===== src/rtl/imem_pkg.sv =====
// Shared constants and the loader state type for the instruction-memory loader.
package imem_pkg;

  localparam int IMEM_BYTES = 64;
  localparam int IMEM_AW    = 6;

  typedef enum logic [1:0] {
    IDLE      = 2'd0,
    WAIT_WORD = 2'd1,
    WRITE     = 2'd2,
    DONE      = 2'd3
  } loader_state_t;

endpackage


===== src/rtl/imem_loader.sv =====
// Streams 32-bit instruction words into a byte-wide instruction memory, big-endian.
// Optional IMEM_LOADER_CHECKSUM_EN adds a running XOR checksum output of accepted words.
module imem_loader
  import imem_pkg::*;
#(
  parameter int NUM_BYTES = IMEM_BYTES,
  parameter int BASE_ADDR = 0,
  localparam int AW = $clog2(NUM_BYTES)
) (
  input  logic          clk,
  input  logic          reset,
  input  logic          start,
  input  logic          word_valid,
  input  logic [31:0]   word_data,
  input  logic          word_last,
  output logic          word_ready,
  output logic          mem_we,
  output logic [AW-1:0] mem_addr,
  output logic [7:0]    mem_wdata,
  output logic          busy,
  output logic          done,
  output logic          overflow
`ifdef IMEM_LOADER_CHECKSUM_EN
  ,
  output logic [31:0]   checksum
`endif
);

  // One extra counter bit so the end-of-memory value is representable.
  localparam int CW = AW + 1;
  localparam logic [CW-1:0] BASE_C = CW'(BASE_ADDR);
  localparam logic [CW-1:0] END_C  = CW'(NUM_BYTES);
  localparam logic [CW-1:0] ONE_C  = CW'(1);

  loader_state_t state_r;
  logic [CW-1:0] cnt_r;
  logic [1:0]    byte_idx_r;
  logic [31:0]   word_r;
  logic          last_r;
  logic [1:0]    next_idx_s;
  logic [7:0]    next_byte_s;
  logic          accept_s;

  assign accept_s = word_valid && word_ready;

  // Big-endian byte mux for the write slot following the current byte index.
  always_comb begin
    next_idx_s  = byte_idx_r + 2'd1;
    next_byte_s = 8'h00;
    case (next_idx_s)
      2'd0:    next_byte_s = word_r[31:24];
      2'd1:    next_byte_s = word_r[23:16];
      2'd2:    next_byte_s = word_r[15:8];
      2'd3:    next_byte_s = word_r[7:0];
      default: next_byte_s = 8'h00;
    endcase
  end

  // Loader FSM; every output is registered and set on the edge entering its cycle.
  always_ff @(posedge clk or posedge reset) begin
    if (reset) begin
      state_r    <= IDLE;
      cnt_r      <= BASE_C;
      byte_idx_r <= 2'd0;
      word_r     <= 32'd0;
      last_r     <= 1'b0;
      word_ready <= 1'b0;
      mem_we     <= 1'b0;
      mem_addr   <= '0;
      mem_wdata  <= 8'h00;
      busy       <= 1'b0;
      done       <= 1'b0;
      overflow   <= 1'b0;
`ifdef IMEM_LOADER_CHECKSUM_EN
      checksum   <= 32'd0;
`endif
    end else begin
      case (state_r)
        IDLE: begin
          if (start) begin
            state_r    <= WAIT_WORD;
            cnt_r      <= BASE_C;
            overflow   <= 1'b0;
            word_ready <= 1'b1;
            busy       <= 1'b1;
`ifdef IMEM_LOADER_CHECKSUM_EN
            checksum   <= 32'd0;
`endif
          end
        end
        WAIT_WORD: begin
          // The first byte goes out on the accepting edge to meet the N+1 write slot.
          if (accept_s) begin
            state_r    <= WRITE;
            word_r     <= word_data;
            last_r     <= word_last;
            byte_idx_r <= 2'd0;
            word_ready <= 1'b0;
            mem_we     <= 1'b1;
            mem_addr   <= cnt_r[AW-1:0];
            mem_wdata  <= word_data[31:24];
            cnt_r      <= cnt_r + ONE_C;
`ifdef IMEM_LOADER_CHECKSUM_EN
            checksum   <= checksum ^ word_data;
`endif
          end
        end
        WRITE: begin
          if (byte_idx_r != 2'd3) begin
            byte_idx_r <= next_idx_s;
            mem_addr   <= cnt_r[AW-1:0];
            mem_wdata  <= next_byte_s;
            cnt_r      <= cnt_r + ONE_C;
          end else begin
            mem_we     <= 1'b0;
            byte_idx_r <= 2'd0;
            if (last_r) begin
              state_r <= DONE;
              busy    <= 1'b0;
              done    <= 1'b1;
            end else if (cnt_r == END_C) begin
              state_r  <= DONE;
              busy     <= 1'b0;
              done     <= 1'b1;
              overflow <= 1'b1;
            end else begin
              state_r    <= WAIT_WORD;
              word_ready <= 1'b1;
            end
          end
        end
        DONE: begin
          state_r <= IDLE;
          done    <= 1'b0;
        end
        default: begin
          state_r    <= IDLE;
          word_ready <= 1'b0;
          mem_we     <= 1'b0;
          busy       <= 1'b0;
          done       <= 1'b0;
        end
      endcase
    end
  end

endmodule


===== config.mk =====
export PLATFORM = sky130hd
export DESIGN_NAME = imem_loader
export DESIGN_NICKNAME = d
export VERILOG_FILES = /design/src/rtl/imem_pkg.sv /design/src/rtl/imem_loader.sv
export SDC_FILE = /design/constraint.sdc
export NUM_CORES = 1
export LEC_CHECK = 0
export ABC_CLOCK_PERIOD_IN_PS = 2200
export BUFFER_PORTS_ARGS = -buffer_cell sky130_fd_sc_hd__clkbuf_2
export CAP_MARGIN = 25
export CORE_MARGIN = 5
export CORE_UTILIZATION = 56
export CTS_BUF_LIST = sky130_fd_sc_hd__clkbuf_4 sky130_fd_sc_hd__clkbuf_8
export CTS_CLUSTER_DIAMETER = 30
export CTS_CLUSTER_SIZE = 40
export DETAILED_ROUTE_END_ITERATION = 7
export PLACE_DENSITY = 0.81
export SLEW_MARGIN = 20
export SYNTH_ARGS = -nofsm -noshare
export SYNTH_HDL_FRONTEND = slang
export SYNTH_SLANG_ARGS = --single-unit

===== constraint.sdc =====
create_clock -name clk -period 2.2 [get_ports clk]
set_input_delay 0.44 -clock clk [delete_from_list [all_inputs] [get_ports clk]]
set_output_delay 0.44 -clock clk [all_outputs]
set_load 0.03 [all_outputs]

======== Word level (Yosys, flattened, before mapping) ========
Index checks and enable logic that the tools add are counted.
word-level totals
  memory bits (writable) .................. 0
  latch bits .............................. 0
  output and inout bits ................... 19
  input port bits ......................... 37
  memories kept ........................... 0
  register bits ........................... 63
  word-level logic and storage cells ...... 88
  ROM bits ................................ 0
cells by class
  magnitude comparators ................... 0
  reduce and logical (&&, ||, !) cells .... 17
  muxes and demuxes ....................... 41
  div/mod/pow operators ................... 0
  add/sub/neg operators ................... 2
  equality and inequality tests ........... 16
  shift operators ......................... 0
  multipliers ............................. 0
  bitwise logic cells ..................... 0
operator list
  operator             number
  $pmux 8 s4           1
  $mux 7               3
  $pmux 7 s3           1
  $mux 1               16
  $mux 8               2
  $ne 2x2->1 const B   8
  $pmux 8 s2           1
  $mux 2               7
  $mux 6               2
  $pmux 6 s2           1
  $reduce_and 3->1     4
  $eq 2x2->1 const B   4
  $pmux 1 s2           4
  $pmux 2 s4           1
  $reduce_and 4->1     2
  $add 7x1->7 const B  1
  $eq 7x7->1 const B   1
  $reduce_and 6->1     1
  $reduce_bool 2->1    3
  $reduce_and 5->1     1
  $eq 2x1->1 const B   2
  $logic_not 2->1      2
  $pmux 2 s2           1
  $reduce_and 2->1     2
  other kinds (5)      5

======== Longest topological paths before layout ========
Gate-level depths: netlist (run 1).
  depth in word-level cells ............... 5
  gate-level depth with buffers ........... 8
  depth with buffers taken out ............ 6

======== Worst setup path after synthesis (run 1) ========
Ideal clock, no wire load.
  kind .................................... register to register
  start ................................... register state_r[1]
  end ..................................... register mem_addr[2]
  path buffers ............................ 2
  period minus slack after synthesis ...... 1.738 ns
  arrival ................................. 1.613 ns
  data required time ...................... 2.075 ns
  setup slack ............................. 0.462 ns
  stages on the path, launching flop included .. 8
  setup time .............................. 0.125 ns
  cell sequence ........................... dfrtp_1 inv_1 ha_1 a21bo_2 buf_6 a21boi_4 buf_6 mux2_4
between the ends
  word-level cells in the longest chain between the ends .. 3
  elaborated cells between the ends (all ways) .. 7
  classes of those cells .................. 4 x eq/ne; 1 x mux; 2 x reduce/logical
RTL lines
  element                                                                  RTL line            RTL
  from (decl)                                                              imem_loader.sv:35   loader_state_t state_r;
  from (signal assigned)                                                   imem_loader.sv:62   state_r <= IDLE;
  from (signal assigned)                                                   imem_loader.sv:81   state_r <= WAIT_WORD;
  from (signal assigned)                                                   imem_loader.sv:94   state_r <= WRITE;
  $eq 2x2->1 / $eq 2x1->1 (equally long branches)                          imem_loader.sv:78   case (state_r)
  $ne 2x2->1 (no source line) / $reduce_bool 2->1 (equally long branches)  n/a
  $reduce_and 3->1 (no source line)                                        n/a
  to (signal assigned)                                                     imem_loader.sv:100  mem_addr <= cnt_r[AW-1:0];
  to (signal assigned)                                                     imem_loader.sv:111  mem_addr <= cnt_r[AW-1:0];
  to (decl)                                                                imem_loader.sv:18   output logic [AW-1:0] mem_addr,
Parallel ways exist; a longest one is shown, timed or not.
A chain may end at the register's enable or synchronous reset.

======== Worst setup path in the final report (run 1) ========
  start ................................... register state_r[0]
  end ..................................... register cnt_r[6]
between the ends
  word-level cells in the longest chain between the ends .. 3
  elaborated cells between the ends (all ways) .. 9
  classes of those cells .................. 5 x eq/ne; 1 x mux; 3 x reduce/logical
RTL lines
  element                                                                  RTL line            RTL
  $eq 2x2->1 (tied with other cells)                                       imem_loader.sv:78
  $ne 2x2->1 (no source line) / $reduce_bool 3->1 (equally long branches)  n/a
  $reduce_and 4->1 (no source line)                                        n/a
  to (signal assigned)                                                     imem_loader.sv:102  cnt_r <= cnt_r + ONE_C;
  to (signal assigned)                                                     imem_loader.sv:113  cnt_r <= cnt_r + ONE_C;
  to (decl)                                                                imem_loader.sv:36   logic [CW-1:0] cnt_r;
Parallel ways exist; a longest one is shown, timed or not.

==> qor.yml, run 1 <==
pwr:
  p_leak_nw: 1.482
  irDropWorstVdd_mv: 0.7445
  powerDensity_mw_per_mm2: 1442
  total_power_mw: 4.495
sta:
  tns_ns: 0
  slew_violations: 0
  tightest_slew_ns: 0.5254
  hold_viol: 0
  skew_ns: 0.01387
  setup_viol: 0
  holdWs_ns: 0.1279
  period_minus_slack_ns: 1.962
  relSlewSlack_pct: 64.92
  rsz0062_at_grt: "false"
  fmaxAchievable_ghz: 0.5098
  layout_setup_ws_ns: 0.2384
  period_share_pct: 89.17
setup_path:
  worst_path_largest_cell_delay_ns: 0.45
  critical_path.cell_chain: "inv_1 > ha_1 > buf_4 > a21oi_1 > nand4_1 > or3_1 > o21ai_0"
  cp-end-kind: "register"
  crit_fanout: 8
  required_ns: 2.43
  slowest_stage: "dfrtp_1"
  worstSetupPathType: "reg -> reg"
  crit_buf_inv: 2
  cp_top_family: "simple AND/OR/NAND/NOR gates"
  cp_data_arrival_time_ns: 2.19
  cp-start-kind: "register"
layout:
  area_delta_synth_final_pct: 16.45
  layout_common_cells: "dfrtp_1 (55), clkbuf_2 (55), mux2_2 (27)"
  drive_above_1_share_pct: 39.13
  stdcell_area_sq_mm: 0.003118
  final_nets: 323
  instances_no_fill: 330
  final_util_pct: 66.45
  diodes: 0
cts:
  hold_buffers: 0
  htree_levels: 2
  post_cts_buffers: 0
  insertion_delay_ns: 0.32
  clock-sinks: 55
  cts_root_buffer: "clkbuf_8"
  cts_tree: "done"
  path_clk_slew_ns: 0.11
  clockBufferDepth: 2
  ctsResizeCount: 0
  numCtsBuffers: 5
global_route:
  grt_max_degree: 33
  grt_pass1_wl_mm: 9.294
  grt.total_usage_pct: 18.79
  antenna_found_initial: 0
  gr-total-overflow: 0
  grt_pass1_vias: 1934
synthesis:
  seq_area_frac_synth_pct: 51.40
  ys_ff_latch: 55
  synth_fp_nets: 267
  synth_area_per_cell_sq_um: 12.23
  ys.flop_type: "dfrtp_1"
  synth_top_area_share_pct: 51.40
  async_flop_share_pct: 100.0
  netlist_instances: 219
  ys_warn_count: 0
  yosys.area.top_type: "dfrtp_1"
  synth.cell_area_sq_mm: 0.002678
  synth-edff-count: 0
  ys_types: 43
  synthTopCellsByArea: "dfrtp_1 (51%), mux2_2 (11%), ha_1 (5.1%)"
routing:
  route.detailed.drc: 0
  vias_per_cell: 5.742
  wl_per_cell_microns: 16.32
  first_iter_violations: 144
  wl_mm: 5.386
  antenna_left: 0
  dr.pass1.iters: 4
  vias: 1895
min_path:
  hold_path.class: "in -> async"
flow_run:
  drv_cap: 0
die:
  row_count: 25
  die_y_microns: 79.15
  die_w_microns: 79.15
  core_area_sq_mm: 0.004692
  die_area_sq_mm: 0.006264
  ios: 56
  start_util_pct: 57.07
placed_design:
  place_area_sq_mm: 0.003025
  routabilityCongestion: 0.8770
  hpwl_mm: 4.011
  dpl_worst_slack_ns: 0.2673
  portBuffers: 55
  dpl.cell_count: 322
run_status:
  status: "completed"
## final cells by class
| cell class | instances | area [sq um] |
|---|---|---|
| repair buffers | 62 | 352.8 |
| flip-flops and latches | 55 | 1376 |
| multi-input cells | 134 | 1165 |
| fillers | 375 | 1574 |
| clock buffers | 5 | 68.82 |
| well taps | 54 | 67.56 |
| clock inverters | 3 | 23.77 |
| inverters | 17 | 63.81 |
## worst paths after layout
path                                from            end  slack (ns)  cells past startpoint
min reg2reg                       mem_we         mem_we        0.50                      2
min in group clk           word_data[19]     word_r[19]        0.34                      2
max reg2reg                   state_r[0]       cnt_r[6]        0.24                      7
min                                reset  byte_idx_r[1]        0.13                      2
max in group asynchronous          reset     word_r[11]        1.52                      3
max                           state_r[0]       cnt_r[6]        0.24                      7
## synth_stat cells (2+ instances only)
cell and n:
dfrtp_1 55, mux2_2 27, inv_1 17, ha_1 11
nand2_1 11, o21ai_0 11, o21a_1 9, o221ai_1 9
a222oi_1 8, nand3_1 6, nor2b_1 5, buf_2 4
mux2_4 4, nand2b_1 4, buf_1 3, clkbuf_1 3
a21oi_1 2, a32o_1 2, buf_6 2, nor2_1 2
nor3_1 2
## worst reg2reg max path: stages (launching register included)
cell,delay (ns)
dfrtp_1,0.45
inv_1,0.09
ha_1,0.25
buf_4,0.18
a21oi_1,0.17
nand4_1,0.27
or3_1,0.39
o21ai_0,0.08
## state kept, by name (all words and copies together) (netlist names)
name and flops:
word_r 24, mem_wdata 8, cnt_r 7, mem_addr 6, byte_idx_r 2, state_r 2
busy 1, done 1, last_r 1, mem_we 1, overflow 1, word_ready 1
## where the power goes
| group | internal [mW] | leakage (nW) | switching (mW) |
|---|---|---|---|
| clock network | 0.230 | 0.0461 | 0.339 |
| registers | 1.44 | 0.671 | 0.289 |
| logic | 1.01 | 0.765 | 1.19 |
| total | 2.68 | 1.48 | 1.82 |
## kinds of logic after synthesis
| kind of cell | after synthesis | synth area share (%) |
|---|---|---|
| flip-flops | 55 | 51.40 |
| adder cells (fa/ha/maj) | 11 | 5.140 |
| multiplexers | 32 | 13.97 |
| buffers and inverters | 30 | 5.093 |
| AND/OR/NAND/NOR | 39 | 8.599 |
| AO/OA/AOI/OAI | 52 | 15.79 |
## per-layer routing
metal	GRT usage (%)	vias to the layer above	part of all wire, %
met5	0	-	0
met4	4.639	0	0.56
met3	4.535	2	6.1
met2	30.39	62	49
met1	25.54	918	44
li1	-	913	-
Note: power is estimated with default switching activity, not from simulation.
==> run 2, diff against run 1 <==
ABC_CLOCK_PERIOD_IN_PS = 1600   (was 2200)
CORE_UTILIZATION = 45   (was 56)
PLACE_DENSITY = 0.7   (was 0.81)
clock period = 1.6 ns   (was 2.2 ns; I/O delays follow)
==> run 2 against run 1 <==
  * Global-route usage decreased by 1.4 points
  * The flow now finishes with violations (setup timing)
  * Setup slack got worse by 0.38 ns
  * Hold slack got worse by 0.085 ns
  * Largest power group unchanged
  * Largest cell class is now multi-input gates
==> qor.yml, run 2 (synthesized netlist as in run 1, its figures left out) <==
setup_path:
  r2r_start: "state_r[1]"
  cp-end-kind: "register"
  cp_data_arrival_time_ns: 1.93
  worstSetupPathType: "reg -> reg"
  crit_fanout: 6
  cp-start-kind: "register"
  reg2reg_slack_ns: -0.14
  reg2reg_to: "mem_addr[2]"
  rr_worst_depth: 6
  required_ns: 1.80
routing:
  vias: 2101
  dr.pass1.iters: 4
  route.detailed.drc: 0
  vias_per_cell: 5.387
  antenna_left: 0
  wl_mm: 6.643
  wl_per_cell_microns: 17.03
  first_iter_violations: 123
sta:
  rsz0062_at_grt: "true"
  hold_viol: 0
  period_minus_slack_ns: 1.738
  layout_setup_ws_ns: -0.1384
  tightest_slew_ns: 0.6637
  period_share_pct: 108.7
  fmaxAchievable_ghz: 0.5752
  slew_violations: 0
  setup_viol: 23
  relSlewSlack_pct: 55.76
  skew_ns: 0.008658
global_route:
  grt_pass1_vias: 2097
  grt_pass1_wl_mm: 10.34
  gr-total-overflow: 0
  antenna_found_initial: 0
  grt.total_usage_pct: 17.39
  grt_max_degree: 56
layout:
  regMostFlops: "word_r"
  final_nets: 362
  largest_reg_flops: 24
  regArea_sq_mm: 0.001380
  fillers: 437
  stdcell_area_sq_mm: 0.003745
  final_common_cell: "clkbuf_2"
  final_util_pct: 64.01
  layout_common_cells: "clkbuf_2 (55), dfrtp_1 (52), buf_4 (35)"
  drive_above_1_share_pct: 58.10
  area_delta_synth_final_pct: 39.86
  diodes: 0
  instances_no_fill: 390
  largestRegisters: "word_r: 24 flops, mem_wdata: 8 flops, cnt_r: 7 flops"
  multi_input_area_sq_mm: 0.001406
cts:
  clockBufferDepth: 2
  insertion_delay_ns: 0.31
  cts_root_buffer: "clkbuf_8"
  path_clk_slew_ns: 0.09
  cts_tree: "done"
  htree_levels: 2
  numCtsBuffers: 5
  clock-sinks: 55
die:
  ios: 56
  die_y_microns: 87.14
  die_w_microns: 87.14
  row_count: 28
  die_area_sq_mm: 0.007593
  start_util_pct: 45.77
  core_area_sq_mm: 0.005851
placed_design:
  portBuffers: 55
  place_area_sq_mm: 0.003279
  dpl.cell_count: 369
  dpl_worst_slack_ns: -0.1588
  hpwl_mm: 4.414
  routabilityCongestion: 0.7821
pwr:
  p_switching_mw: 3.062
  irDropWorstVdd_mv: 1.017
  seqPwrFrac_pct: 31.2
  p_leak_nw: 1.736
  powerDensity_mw_per_mm2: 2047
  p_int_mw: 4.604
  total_power_mw: 7.666
  swShare_pct: 39.94
  combPwrFrac_pct: 58.7
  pwr-share-clk_pct: 10.1
flow_run:
  drv_cap: 0
min_path:
  hold_path.class: "in -> async"
run_status:
  status: "finished, violations left"
  violations: "setup timing"
-- run 2: worst max-delay path by stage --
stage / start / endpoint / slack, ns / cells after the start
after floorplan: state_r[1] / mem_addr[2] / -0.08 / 7
after global placement: byte_idx_r[0] / cnt_r[3] / -0.11 / 6
after detailed placement: byte_idx_r[0] / cnt_r[3] / -0.16 / 6
after CTS: state_r[1] / mem_addr[1] / -0.14 / 6
after global routing: state_r[1] / mem_addr[2] / -0.20 / 6
final: state_r[1] / mem_addr[2] / -0.14 / 6
-- run 2: power by group through the flow --
stage          Combinational, mW  Clock (mW)  Sequential [mW]
3_3_place_gp                3.45           0             2.35
4_1_cts                     4.01       0.800             2.35
3_5_place_dp                3.55           0             2.37
5_1_grt                     4.84       0.842             2.47
2_1_floorplan               2.05           0             2.63
6_report                    4.50       0.776             2.39
-- run 2: what timing repair did --
| item | 4_1_cts | 5_1_grt |
|---|---|---|
| gates resized for setup | 24 | 39 |
| endpoints found under the setup margin | 23 | 54 |
| pin swaps | 7 | 9 |
| hold buffers | 0 | 0 |
| setup buffers | 4 | 7 |
| gates cloned | 1 | 2 |
-- run 2: final cells by class --
class	count	share of cell area [%]
clock buffer	6	2.038
timing repair buffer	101	18.84
multi-input combinational	134	37.55
sequential	55	36.85
tap	75	2.506
clock inverter	2	0.3341
inverter	17	1.871
-- run 2: through the flow --
stage	hold slack, ns	setup TNS (ns)
after floorplan	0.3941	-0.3358
after global placement	0.4053	-1.027
after detailed placement	0.4055	-2.052
after CTS	0.05987	-2.083
after global routing	0.08150	-4.272
final	0.04249	-1.629
-- run 2: worst max-delay path, cell delays in order, from the launching register on --
cell	delay (ns)
dfrtp_1	0.44
inv_2	0.10
ha_4	0.14
or2b_1	0.26
a21boi_4	0.23
buf_12	0.16
mux2_4	0.29
-- run 2: layer usage --
layer	track usage, %	part of all wire (%)
met3	3.311	4.8
met4	5.021	1.3
met1	24.39	44
met5	0	0
met2	27.54	50
==> run 3, diff against run 2 <==
ABC_AREA = 1   (was not set)
PLACE_DENSITY = 0.69   (was 0.7)
==> run 3 against run 2 <==
  * The flow now finishes without violations
  * Clock skew shrank 0.0029 ns
  * Total power grew 4.2%
  * Synthesized area grew 13%
  * Die area grew 12%
  * Critical path depth grew 4
  * Combinational power shrank 14%
==> qor.yml, run 3 <==
run_status:
  status: "completed"
routing:
  met1Wirelength_mm: 3.035
  first_iter_violations: 80
  dr.pass1.iters: 4
  vias_per_cell: 4.903
  wl_met2_mm: 3.251
  antenna_left: 0
  vias: 2383
  wl_per_cell_microns: 13.96
  dr.max_layer_used: "met4"
  route.detailed.drc: 0
  wl_mm: 6.785
  wl_met3_microns: 401
synthesis:
  ys.flop_type: "dfrtp_1"
  synth.cell_area_sq_mm: 0.003030
  async_flop_share_pct: 100.0
  synth_top_area_share_pct: 48.72
  seq_area_frac_synth_pct: 48.72
  ys_warn_count: 0
  synth_fp_nets: 377
  ys_ff_latch: 59
  synthTopCellsByArea: "dfrtp_1 (49%), nand2_1 (13%), mux2_4 (8.9%)"
  ys_types: 27
  synth-edff-count: 0
  netlist_instances: 329
  synth.most_common_cell: "nand2_1"
  yosys.area.top_type: "dfrtp_1"
  synth_area_per_cell_sq_um: 9.211
  ys_top_cells_by_count: "nand2_1 (101), dfrtp_1 (59), inv_1 (32), nand3_1 (31), mux2_4 (18)"
setup_path:
  rr_worst_depth: 10
  setup.worst_path.end: "cnt_r[6]"
  startpoint: "state_r[1]"
  cp-end-kind: "register"
  cp_data_arrival_time_ns: 1.76
  reg2reg_to: "cnt_r[6]"
  crit_fanout: 5
  reg2reg_slack_ns: 0.07
  worstSetupPathType: "reg -> reg"
  r2r_start: "state_r[1]"
  required_ns: 1.84
  cp-start-kind: "register"
pwr:
  p_int_mw: 4.775
  p_switching_mw: 3.213
  combPwrFrac_pct: 48.2
  powerDensity_mw_per_mm2: 2106
  total_power_mw: 7.987
  p_leak_nw: 2.028
  seqPwrFrac_pct: 31.9
  pwr-share-clk_pct: 19.9
  irDropWorstVdd_mv: 0.9640
  swShare_pct: 40.22
sta:
  period_minus_slack_ns: 1.525
  layout_setup_ws_ns: 0.07495
  fmaxAchievable_ghz: 0.6557
  skew_ns: 0.005794
  tightest_slew_ns: 0.3519
  slew_violations: 0
  hold_viol: 0
  relSlewSlack_pct: 76.54
  setup_viol: 0
  period_share_pct: 95.32
  holdWs_ns: 0.03380
cts:
  cts_tree: "done"
  clockBufferDepth: 2
  path_clk_slew_ns: 0.07
  insertion_delay_ns: 0.34
  cts_root_buffer: "clkbuf_8"
  clock-sinks: 59
  hold_buffers: 0
  htree_levels: 3
  numCtsBuffers: 9
flow_run:
  drv_cap: 0
min_path:
  hold_path.class: "in -> async"
global_route:
  antenna_found_initial: 0
  gr-total-overflow: 0
  grt_pass1_vias: 2412
  grt_pass1_wl_mm: 11.70
  grt_max_degree: 60
  grt.total_usage_pct: 17.61
layout:
  diodes: 0
  largestRegisters: "word_r: 28 flops, mem_wdata: 8 flops, cnt_r: 7 flops"
  fillers: 603
  area_delta_synth_final_pct: 25.14
  instances_no_fill: 486
  regMostFlops: "word_r"
  final_common_cell: "nand2_1"
  layout_common_cells: "nand2_1 (99), dfrtp_1 (58), clkbuf_2 (55)"
  regArea_sq_mm: 0.001478
  largest_reg_flops: 28
  final_nets: 449
  multi_input_area_sq_mm: 0.001380
  drive_above_1_share_pct: 33.74
die:
  die_w_microns: 92.06
  ios: 56
  die_area_sq_mm: 0.008475
  start_util_pct: 45.36
  die_y_microns: 92.06
  row_count: 30
  core_area_sq_mm: 0.006681
placed_design:
  hpwl_mm: 4.893
  routabilityCongestion: 0.8349
  dpl_worst_slack_ns: -0.05335
  portBuffers: 55
  dpl.cell_count: 468
==> run 3: kinds of logic after synthesis <==
family	share of synthesized area (%)
AND/OR/NAND/NOR	21.64
flip-flops	48.72
buffers and inverters	7.597
AO/OA/AOI/OAI	5.698
multiplexers	11.52
adder cells (fa/ha/maj)	4.542
XOR/XNOR	0.2891
==> run 3: through the flow <==
| stage | util, % | TNS (ns) | cell area (sq um) |
|---|---|---|---|
| after detailed placement | 52.15 | -0.1548 | 3485 |
| after global routing | 56.76 | -0.001806 | 3792 |
| final | 56.76 | 0 | 3792 |
| after floorplan | - | 0 | 3034 |
| after CTS | 55.84 | 0 | 3731 |
| after global placement | 52.15 | -0.001155 | 3485 |
==> run 3: layout make-up <==
type | count | share of cell area [%]
inverter | 34 | 3.464
timing repair buffer | 74 | 12.44
clock inverter | 4 | 1.914
clock buffer | 12 | 4.190
tap | 80 | 2.639
sequential | 59 | 38.96
multi-input combinational | 223 | 36.39
==> run 3: power by group through the flow <==
stage | sequential [mW] | clock [mW] | combinational [mW]
floorplan | 2.80 | 0 | 2.33
detailed placement | 2.55 | 0 | 3.63
global placement | 2.52 | 0 | 3.55
global route | 2.62 | 1.69 | 4.27
CTS | 2.53 | 1.62 | 3.68
finish | 2.54 | 1.59 | 3.85
==> run 3: how the worst min path moves through the flow <==
stage	start	to	slack (ns)	cells past startpoint
floorplan	reset	busy	0.42	1
global placement	reset	word_r[18]	0.41	3
detailed placement	reset	word_r[2]	0.42	3
CTS	reset	word_r[2]	0.04	3
global route	reset	word_r[18]	0.06	3
finish	reset	word_r[2]	0.03	3
==> run 3: routing by layer <==
layer	GRT usage (%)	vias up
met1	22.47	1107
met5	0	-
li1	-	1205
met3	5.824	12
met4	6.312	0
met2	27.92	59
==> run 3: critical path, stage by stage, from the launching register on <==
cell and delay, ns:
dfrtp_1 0.34, inv_1 0.07, buf_4 0.15, ha_2 0.17, nand2_1 0.12, nand2_1 0.10, nor2_4 0.17, buf_4 0.13
nand2_1 0.04, nand2_1 0.06, nor2_1 0.04
==> run 3: timing repair <==
action                                  CTS  global route
hold endpoints to repair                  0             0
gates cloned                              0             0
setup buffers                             0             2
endpoints found under the setup margin    5            26
resized for setup                         3            13
pin swaps                                 0             1
